File: config.mk
export PLATFORM = sky130hd
export DESIGN_NAME = pipe_hazard_ctrl
export DESIGN_NICKNAME = d
export VERILOG_FILES = /design/src/rtl/pipe_ctrl_pkg.sv /design/src/rtl/fwd_sel.sv /design/src/rtl/pipe_hazard_ctrl.sv
export SDC_FILE = /design/constraint.sdc
export NUM_CORES = 1
export LEC_CHECK = 0
export ABC_AREA = 1
export CORE_ASPECT_RATIO = 1.2
export CORE_MARGIN = 2
export CORE_UTILIZATION = 41
export CTS_BUF_LIST = sky130_fd_sc_hd__clkbuf_4
export CTS_CLUSTER_DIAMETER = 100
export DETAILED_ROUTE_END_ITERATION = 12
export HOLD_SLACK_MARGIN = 0.06
export PLACE_DENSITY_LB_ADDON = 0.2
export SLEW_MARGIN = 20
export SYNTH_ARGS = -nofsm -noshare
export SYNTH_HDL_FRONTEND = slang
export SYNTH_SLANG_ARGS = --single-unit
File: constraint.sdc
create_clock -name clk -period 1.47 [get_ports clk]
set_input_delay 0.294 -clock clk [delete_from_list [all_inputs] [get_ports clk]]
set_output_delay 0.294 -clock clk [all_outputs]
set_load 0.005 [all_outputs]
File: src/rtl/pipe_ctrl_pkg.sv
// Shared types and constants for the pipeline hazard controller.
package pipe_ctrl_pkg;

    localparam int unsigned REG_W = 5;

    typedef enum logic [1:0] {
        ST_INIT,
        ST_RUN,
        ST_MEM_WAIT
    } state_e;

    localparam logic [1:0] FWD_RF  = 2'b00;
    localparam logic [1:0] FWD_WB  = 2'b01;
    localparam logic [1:0] FWD_MEM = 2'b10;

endpackage

File: src/rtl/fwd_sel.sv
// Forwarding comparator for one ALU operand: picks M, then W, then the register file.
module fwd_sel
    import pipe_ctrl_pkg::*;
(
    input  logic [REG_W-1:0] rs_e_i,
    input  logic [REG_W-1:0] rd_m_i,
    input  logic [REG_W-1:0] rd_w_i,
    input  logic             regwrite_m_i,
    input  logic             regwrite_w_i,
    output logic [1:0]       sel_o
);

    // M stage wins over W since it holds the younger result.
    always_comb begin
        sel_o = FWD_RF;
        if (regwrite_m_i && (rd_m_i != '0) && (rs_e_i == rd_m_i)) begin
            sel_o = FWD_MEM;
        end else if (regwrite_w_i && (rd_w_i != '0) && (rs_e_i == rd_w_i)) begin
            sel_o = FWD_WB;
        end
    end

endmodule

File: src/rtl/pipe_hazard_ctrl.sv
// Stall/flush/forward controller for the 5-stage RV32 pipeline.
// Optional macro HAZ_PERF_CNT_EN adds saturating performance counters.
module pipe_hazard_ctrl
    import pipe_ctrl_pkg::*;
#(
    parameter int unsigned INIT_CYCLES = 2,
    parameter int unsigned MEM_TIMEOUT = 64
) (
    input  logic             clk,
    input  logic             rst_n,
    input  logic [REG_W-1:0] rs1_d,
    input  logic [REG_W-1:0] rs2_d,
    input  logic [REG_W-1:0] rs1_e,
    input  logic [REG_W-1:0] rs2_e,
    input  logic [REG_W-1:0] rd_e,
    input  logic [REG_W-1:0] rd_m,
    input  logic [REG_W-1:0] rd_w,
    input  logic             regwrite_m,
    input  logic             regwrite_w,
    input  logic             resultsrc_e0,
    input  logic             pcsrc_e,
    input  logic             memaccess_m,
    input  logic             dmem_ready,
    output logic             stall_f,
    output logic             stall_d,
    output logic             stall_e,
    output logic             stall_m,
    output logic             flush_d,
    output logic             flush_e,
    output logic             flush_w,
    output logic [1:0]       forward_a_e,
    output logic [1:0]       forward_b_e,
    output logic             mem_timeout
`ifdef HAZ_PERF_CNT_EN
    ,
    output logic [31:0]      perf_lw_stall_cnt,
    output logic [31:0]      perf_flush_cnt,
    output logic [31:0]      perf_mem_wait_cnt
`endif
);

    localparam logic [3:0] INIT_LAST = 4'(INIT_CYCLES - 1);
    localparam logic [7:0] WAIT_LAST = 8'(MEM_TIMEOUT - 1);

    state_e     state_q, state_d;
    logic [3:0] init_cnt_q, init_cnt_d;
    logic [7:0] wait_cnt_q, wait_cnt_d;
    logic       mem_timeout_q, mem_timeout_d;

    logic       active;
    logic       mem_pending;
    logic       timeout_hit;
    logic       mem_stall;
    logic       lw_stall;
    logic [1:0] fwd_a_raw, fwd_b_raw;

    fwd_sel u_fwd_a (
        .rs_e_i       (rs1_e),
        .rd_m_i       (rd_m),
        .rd_w_i       (rd_w),
        .regwrite_m_i (regwrite_m),
        .regwrite_w_i (regwrite_w),
        .sel_o        (fwd_a_raw)
    );

    fwd_sel u_fwd_b (
        .rs_e_i       (rs2_e),
        .rd_m_i       (rd_m),
        .rd_w_i       (rd_w),
        .regwrite_m_i (regwrite_m),
        .regwrite_w_i (regwrite_w),
        .sel_o        (fwd_b_raw)
    );

    // Hazard terms; wait_cnt_q counts cycles already spent frozen on this access.
    always_comb begin
        active      = (state_q != ST_INIT);
        mem_pending = memaccess_m && !dmem_ready;
        timeout_hit = (state_q == ST_MEM_WAIT) && mem_pending && (wait_cnt_q == WAIT_LAST);
        mem_stall   = active && mem_pending && !timeout_hit;
        lw_stall    = resultsrc_e0 && (rd_e != '0) && ((rs1_d == rd_e) || (rs2_d == rd_e));
    end

    // Prioritised stall/flush/forward outputs; INIT forces a bubble through every stage.
    always_comb begin
        stall_f     = 1'b0;
        stall_d     = 1'b0;
        stall_e     = 1'b0;
        stall_m     = 1'b0;
        flush_d     = 1'b0;
        flush_e     = 1'b0;
        flush_w     = 1'b0;
        forward_a_e = FWD_RF;
        forward_b_e = FWD_RF;
        if (!active) begin
            stall_f = 1'b1;
            flush_d = 1'b1;
            flush_e = 1'b1;
            flush_w = 1'b1;
        end else begin
            forward_a_e = fwd_a_raw;
            forward_b_e = fwd_b_raw;
            if (mem_stall) begin
                stall_f = 1'b1;
                stall_d = 1'b1;
                stall_e = 1'b1;
                stall_m = 1'b1;
                flush_w = 1'b1;
            end else if (pcsrc_e) begin
                flush_d = 1'b1;
                flush_e = 1'b1;
            end else if (lw_stall) begin
                // One bubble suffices: the load reaches M on the next edge.
                stall_f = 1'b1;
                stall_d = 1'b1;
                flush_e = 1'b1;
            end
        end
        mem_timeout = mem_timeout_q;
    end

    // Next-state for the sequencing FSM and its counters.
    always_comb begin
        state_d       = state_q;
        init_cnt_d    = init_cnt_q;
        wait_cnt_d    = wait_cnt_q;
        mem_timeout_d = mem_timeout_q | timeout_hit;
        unique case (state_q)
            ST_INIT: begin
                init_cnt_d = init_cnt_q + 4'd1;
                if (init_cnt_q == INIT_LAST) begin
                    state_d    = ST_RUN;
                    init_cnt_d = '0;
                    wait_cnt_d = '0;
                end
            end
            ST_RUN, ST_MEM_WAIT: begin
                if (mem_stall) begin
                    state_d    = ST_MEM_WAIT;
                    wait_cnt_d = wait_cnt_q + 8'd1;
                end else begin
                    state_d    = ST_RUN;
                    wait_cnt_d = '0;
                end
            end
            default: begin
                state_d    = ST_INIT;
                init_cnt_d = '0;
                wait_cnt_d = '0;
            end
        endcase
    end

    // State registers; reset returns straight to INIT with counters cleared.
    always_ff @(posedge clk or negedge rst_n) begin
        if (!rst_n) begin
            state_q       <= ST_INIT;
            init_cnt_q    <= '0;
            wait_cnt_q    <= '0;
            mem_timeout_q <= 1'b0;
        end else begin
            state_q       <= state_d;
            init_cnt_q    <= init_cnt_d;
            wait_cnt_q    <= wait_cnt_d;
            mem_timeout_q <= mem_timeout_d;
        end
    end

`ifdef HAZ_PERF_CNT_EN
    logic        lw_evt, flush_evt;
    logic [31:0] perf_lw_q, perf_lw_d;
    logic [31:0] perf_fl_q, perf_fl_d;
    logic [31:0] perf_mw_q, perf_mw_d;

    // Saturating event counters; events mirror the priority chain above.
    always_comb begin
        lw_evt    = active && !mem_stall && !pcsrc_e && lw_stall;
        flush_evt = active && !mem_stall && pcsrc_e;
        perf_lw_d = perf_lw_q;
        perf_fl_d = perf_fl_q;
        perf_mw_d = perf_mw_q;
        if (lw_evt && (perf_lw_q != '1)) perf_lw_d = perf_lw_q + 32'd1;
        if (flush_evt && (perf_fl_q != '1)) perf_fl_d = perf_fl_q + 32'd1;
        if (mem_stall && (perf_mw_q != '1)) perf_mw_d = perf_mw_q + 32'd1;
        perf_lw_stall_cnt = perf_lw_q;
        perf_flush_cnt    = perf_fl_q;
        perf_mem_wait_cnt = perf_mw_q;
    end

    // Performance counter registers.
    always_ff @(posedge clk or negedge rst_n) begin
        if (!rst_n) begin
            perf_lw_q <= '0;
            perf_fl_q <= '0;
            perf_mw_q <= '0;
        end else begin
            perf_lw_q <= perf_lw_d;
            perf_fl_q <= perf_fl_d;
            perf_mw_q <= perf_mw_d;
        end
    end
`endif

endmodule

==> results of run 1 <==
[per-stage QoR]
step	instances	TNS [ns]	cell area (µm²)	util	power, mW
after detailed placement	347	-10.10	2331	0.6864	2.060
final	369	-8.347	2623	0.7723	2.853
after CTS	371	-6.559	2585	0.7612	2.560
after global routing	369	-10.53	2623	0.7723	3.035
after global placement	347	-10.05	2331	0.6864	2.033
after floorplan	221	0	1481	-	1.313
[cell families (layout without fill, tap and decap cells)]
| logic type | count (synthesis) | in the layout | share of synthesized area |
|---|---|---|---|
| compound gates | 21 | 21 | 0.07810 |
| xor+xnor | 26 | 26 | 0.1545 |
| fa+ha+maj | 6 | 6 | 0.05093 |
| buf+inv | 40 | 151 | 0.1087 |
| flops | 15 | 15 | 0.2547 |
| simple gates | 113 | 113 | 0.3531 |
[synth_stat cells]
master and number:
sky130_fd_sc_hd__nand2_1 60, sky130_fd_sc_hd__inv_1 34, sky130_fd_sc_hd__nor2_1 23, sky130_fd_sc_hd__dfrtp_1 15, sky130_fd_sc_hd__xor2_1 14, sky130_fd_sc_hd__nand3_1 12, sky130_fd_sc_hd__xnor2_1 12, sky130_fd_sc_hd__a21oi_1 8
sky130_fd_sc_hd__o21ai_0 8, sky130_fd_sc_hd__ha_1 6, sky130_fd_sc_hd__nand4_1 4, sky130_fd_sc_hd__inv_2 3, sky130_fd_sc_hd__nor3_1 3, sky130_fd_sc_hd__buf_4 2, sky130_fd_sc_hd__nand2_2 2, sky130_fd_sc_hd__nor2_4 2
sky130_fd_sc_hd__nor3_2 2, sky130_fd_sc_hd__inv_4 1, sky130_fd_sc_hd__nand3_2 1, sky130_fd_sc_hd__nand4_2 1, sky130_fd_sc_hd__nor2_2 1, sky130_fd_sc_hd__nor3b_4 1, sky130_fd_sc_hd__nor4_1 1, sky130_fd_sc_hd__o21ai_1 1
sky130_fd_sc_hd__o21ai_2 1, sky130_fd_sc_hd__o21bai_1 1, sky130_fd_sc_hd__o22ai_1 1, sky130_fd_sc_hd__o31ai_1 1
[critical path: cells and delay by family, from the launching register on]
kind,cells,cell delay [ns]
adders and majority gates,1,0.18
buffers and inverters,4,0.48
DFF,1,0.39
and+or+nand+nor,4,0.43
[registers in the layout, indices dropped and copies added, names as in the netlist]
| signal | flops |
|---|---|
| mem_timeout | 1 |
| state_q | 2 |
| wait_cnt_q | 8 |
| init_cnt_q | 4 |
[layer usage]
metal / vias to the layer above / part of all wire / GRT usage
met5: - / 0 / 0
met4: 0 / 0.035 / 0.09848
met3: 18 / 0.045 / 0.04851
met2: 57 / 0.54 / 0.4630
met1: 839 / 0.38 / 0.2610
li1: 912 / - / -
[power by group through the flow]
stage	logic, mW	registers [mW]	clock network, mW
3_3_place_gp	1.47	0.560	0
5_1_grt	2.16	0.585	0.290
2_1_floorplan	0.759	0.554	0
4_1_cts	1.73	0.568	0.264
3_5_place_dp	1.50	0.565	0
6_report	2.02	0.572	0.257
[final timing paths]
path                             start             to  slack [ns]  cells past startpoint
setup / recovery            state_q[0]        flush_e       -0.62                      9
hold / removal                   rst_n  wait_cnt_q[3]        0.29                      2
setup reg to reg            state_q[0]     state_q[1]       -0.42                     12
hold reg to reg            mem_timeout    mem_timeout        0.48                      2
max in group asynchronous        rst_n  wait_cnt_q[5]        1.00                      2
min in group clk           mem_timeout    mem_timeout        0.48                      2
[final cells by class]
class | count | area (µm²)
sequential | 15 | 375.4
tap | 37 | 46.29
clock buffer | 3 | 22.52
timing repair buffer | 109 | 928.4
fill | 241 | 773.2
clock inverter | 1 | 7.507
inverter | 38 | 150.1
multi-input combinational | 166 | 1092
[repair_timing]
item,in CTS,in global routing
setup endpoints to repair,18,25
gates resized for setup,86,22
buffers inserted,21,3
pin swaps,19,9
==> flow_summary.toml, run 1 <==
[outcome]
status = "finished, violations left"
violations = "design-rule violations, negative setup slack"

[floorplanning]
initial_core_util = 0.4340
placementRows = 23
pin_count = 55
dieArea_um2 = 4093
placeableCoreArea_um2 = 3396
fp.dieH_um = 69.68
die_width_um = 58.74

[route]
wirelength_um = 4962
drc_errors = 2
antenna_left = 0
vias = 1826
drt_first_iter_violations = 72
vias_per_cell = 4.949
wire_per_inst_um = 13.45
firstDrtPassIters = 9

[yosys]
netlist_area_um2 = 1474
synthDistinctLibCells = 28
yosysTopAreaCell = "sky130_fd_sc_hd__dfrtp_1"
seq_area_frac_synth = 0.2547
post_synth_main_area_contributors = "sky130_fd_sc_hd__dfrtp_1 (25%), sky130_fd_sc_hd__nand2_1 (15%), sky130_fd_sc_hd__inv_1 (8.7%)"
synth_top_area_frac = 0.2547
synthesis.instances = 221
synth_area_per_cell_um2 = 6.669
flops_latches_synth = 15
post_synth_net_total = 270
yosys_warnings = 0

[timing]
finalWorstSetupSlack_ns = -0.6186
layout_min_cycle_time_ns = 2.089
setup_viol_count_final = 23
timing_hold_violations_final = 0
timing.final.crit_share = 1.421
worst-slew-pin-transition_ns = 0.2905
finalHoldWorstSlack_ns = 0.2900
slew_violations = 0
rsz_0062_raised_after_global_routing = "true"
clock-skew-final_ns = 0.01138
max_freq_mhz = 478.8
slew_headroom = 0.8049

[global_routing]
number_of_global_route_vias_before_repair = 1892
grt_antenna_before_repair = 0
grt_pass1_wl_um = 8045
grt_overflow = 0
grt_max_degree = 16
track_usage = 0.2487

[placed_design]
placement.io_buffers = 54
gp_congestion = 0.9429
place_ws_ns = -0.8649
dp.final_hpwl_um = 3264

[critical_path]
crit_type = "reg -> out"
sequence_of_cells_on_the_critical_path = "inv_2 > buf_4 > ha_4 > nor3_4 > nand2_2 > buf_4 > nand3_1 > nand3_1 > buf_2"
timing.critical_path.arrival_ns = 1.79
crit_slowest_cell = "sky130_fd_sc_hd__dfrtp_1"
crit_fanout = 3
start_kind = "register"
crit_required_ns = 1.18
crit_path_end_kind = "output pin"
worst_path_largest_cell_delay_ns = 0.39

[power]
pwr-share-clk = 0.090
comb_power_share = 0.709
internal_mw = 1.609
leakage_component_of_the_power_nw = 1.322
irDropWorstVdd_mv = 1.115
sw_frac_of_total = 0.4362
power.switching_mw = 1.244
p_per_area_nw_per_um2 = 1088
share_seq_of_total_power = 0.201

[cts]
cts_hold_repair_buffers = 0
clock_tree_from_tritoncts = "built"
cts_made_buffers = 3
clk-insertion-delay-late_ns = 0.30
clkSlewWorstSetupHoldPaths_ns = 0.11
numClockSinks = 15
clock_root_buffer = "sky130_fd_sc_hd__clkbuf_4"
htree_levels = 1
clockBufferDepth = 2

[cells_and_area]
design.final.nets = 382
syn2layout_area_growth_pct = 77.93
post_route_cells_drive_above_1_share = 0.3404
final_common_cell = "sky130_fd_sc_hd__nand2_1"
most_frequent_cells_in_the_layout = "sky130_fd_sc_hd__nand2_1 (52), sky130_fd_sc_hd__buf_4 (48), sky130_fd_sc_hd__clkdlybuf4s50_1 (32)"
num_antenna_cells = 0

[min_path]
hold_path_class = "in -> async"

[job]
cap_violations = 0
Power figures use the tool's default switching activity.
==> run 2: changes to the inputs <==
--- a/config.mk
+++ b/config.mk
@@ -7,7 +7,7 @@
 export LEC_CHECK = 0
 export ABC_AREA = 1
 export CORE_ASPECT_RATIO = 1.2
-export CORE_MARGIN = 2
+export CORE_MARGIN = 3
 export CORE_UTILIZATION = 41
 export CTS_BUF_LIST = sky130_fd_sc_hd__clkbuf_4
 export CTS_CLUSTER_DIAMETER = 100
==> flow_summary.toml, run 2 (same netlist as run 1, synthesis figures left out) <==
[route]
wirelength_um = 4519
antenna_left = 0
drt_first_iter_violations = 60
vias = 1778
drc_errors = 0
firstDrtPassIters = 4
vias_per_cell = 4.832
wire_per_inst_um = 12.28

[power]
comb_power_share = 0.715
share_seq_of_total_power = 0.198
pwr-share-clk = 0.087
internal_mw = 1.620
p_per_area_nw_per_um2 = 1084
power.switching_mw = 1.182
leakage_component_of_the_power_nw = 1.322
totalPowerFinal_mw = 2.801
irDropWorstVdd_mv = 0.9225
sw_frac_of_total = 0.4218

[critical_path]
crit_fanout = 2
sequence_of_cells_on_the_critical_path = "inv_2 > ha_4 > nand2_2 > nor2_2 > nand4_1 > nand2_1 > buf_6 > nand2_4 > o21bai_1 > buf_2"
path_buf_inv = 3
start_kind = "register"
worst_path_largest_cell_delay_ns = 0.40
crit_slowest_cell = "sky130_fd_sc_hd__dfrtp_1"
timing.critical_path.arrival_ns = 1.74
crit_type = "reg -> out"
critPathTopFamily = "simple AND/OR/NAND/NOR gates"
crit_required_ns = 1.18
crit_path_end_kind = "output pin"

[cts]
clockBufferDepth = 2
cts_hold_repair_buffers = 0
numClockSinks = 15
cts_made_buffers = 3
clk-insertion-delay-late_ns = 0.29
clkSlewWorstSetupHoldPaths_ns = 0.09
clock_tree_from_tritoncts = "built"
htree_levels = 1
clock_root_buffer = "sky130_fd_sc_hd__clkbuf_4"

[job]
cap_violations = 0

[global_routing]
grtUsageMet3 = 0.05045
number_of_global_route_vias_before_repair = 1737
grt_busiest_layer = "met2"
grt_antenna_before_repair = 0
grt_overflow = 0
track_usage = 0.2153
gr-usage-met1 = 0.2481
grt_pass1_wl_um = 7265
gr-usage-met2 = 0.3734
grt_max_degree = 16

[timing]
rsz_0062_raised_after_global_routing = "true"
setup_tns_ns = -6.937
finalWorstSetupSlack_ns = -0.5650
timing.final.crit_share = 1.384
finalHoldWorstSlack_ns = 0.3042
slew_violations = 0
layout_min_cycle_time_ns = 2.035
worst-slew-pin-transition_ns = 0.2616
slew_headroom = 0.8250
max_freq_mhz = 491.4
clock-skew-final_ns = 0.004314
setup_viol_count_final = 25
timing_hold_violations_final = 0

[cells_and_area]
register_name_with_the_most_flops = "wait_cnt_q"
num_antenna_cells = 0
final_cell_area_um2 = 2585
post_route_cells_drive_above_1_share = 0.3233
design.final.nets = 381
multi_input_area_um2 = 1060
fill_cells = 269
most_frequent_cells_in_the_layout = "sky130_fd_sc_hd__nand2_1 (58), sky130_fd_sc_hd__buf_4 (47), sky130_fd_sc_hd__inv_1 (32)"
layout_top_registers = "wait_cnt_q x8, init_cnt_q x4, state_q x2"
largest_register_ffs = 8
final_common_cell = "sky130_fd_sc_hd__nand2_1"
regArea_um2 = 375.4
syn2layout_area_growth_pct = 75.38

[floorplanning]
fp.dieH_um = 71.68
placeableCoreArea_um2 = 3396
initial_core_util = 0.4340
die_width_um = 60.74
pin_count = 55
placementRows = 23
dieArea_um2 = 4353

[outcome]
status = "finished, violations left"
violations = "negative setup slack"

[min_path]
hold_path_class = "in -> async"

[placed_design]
gp_congestion = 0.8756
dp.final_hpwl_um = 3277
dpl_cell_area_um2 = 2361
placement.io_buffers = 54
-- run 2: what timing repair did --
| action | in CTS | in global routing |
|---|---|---|
| pin swaps | 15 | 10 |
| gates resized for setup | 80 | 15 |
| cloned | 0 | 0 |
| setup buffers | 10 | 3 |
| endpoints found under the hold margin | 0 | 0 |
| endpoints found under the setup margin | 19 | 26 |
-- run 2: layout make-up --
cell class | instances | area share
tap | 37 | 0.01791
inverter | 38 | 0.05905
multi-input combinational | 166 | 0.4100
clock buffer | 3 | 0.008712
clock inverter | 1 | 0.001936
sequential | 15 | 0.1452
timing repair buffer | 108 | 0.3572
-- run 2: power by group through the flow --
| stage | Combinational (mW) | Sequential (mW) | Clock [mW] |
|---|---|---|---|
| finish | 2.00 | 0.555 | 0.244 |
| global route | 2.17 | 0.567 | 0.279 |
| CTS | 1.84 | 0.553 | 0.257 |
| detailed placement | 1.52 | 0.563 | 0 |
| global placement | 1.50 | 0.560 | 0 |
| floorplan | 0.759 | 0.554 | 0 |
-- run 2: per-stage QoR --
step | std cells | util | setup WS [ns]
2_1_floorplan | 221 | - | 0.002326
3_3_place_gp | 351 | 0.6953 | -0.8397
3_5_place_dp | 351 | 0.6953 | -0.8927
4_1_cts | 365 | 0.7388 | -0.5578
5_1_grt | 368 | 0.7612 | -0.7013
6_report | 368 | 0.7612 | -0.5650
-- run 2: worst reg2reg max path: cells and delay by family (launching register included) --
kind,cells,cell delay [ns]
buffers and inverters,6,0.61
AOI/OAI and AO/OA,1,0.04
and+or+nand+nor,4,0.35
DFF,1,0.41
adders and majority gates,1,0.17
-- run 2: worst paths after layout --
kind | endpoint | start | slack [ns] | cells past startpoint
max | stall_f | state_q[0] | -0.56 | 10
min | state_q[1] | rst_n | 0.30 | 2
max reg2reg | wait_cnt_q[3] | state_q[1] | -0.21 | 12
min reg2reg | mem_timeout | mem_timeout | 0.47 | 2
max in group asynchronous | wait_cnt_q[7] | rst_n | 0.99 | 2
min in group clk | mem_timeout | mem_timeout | 0.47 | 2
-- run 2: per-layer routing --
metal | wire [µm] | share of wire | vias up
li1 | - | - | 908
met1 | 1827 | 0.40 | 802
met2 | 2334 | 0.52 | 51
met3 | 219 | 0.048 | 17
met4 | 137 | 0.030 | 0
met5 | 0 | 0 | -
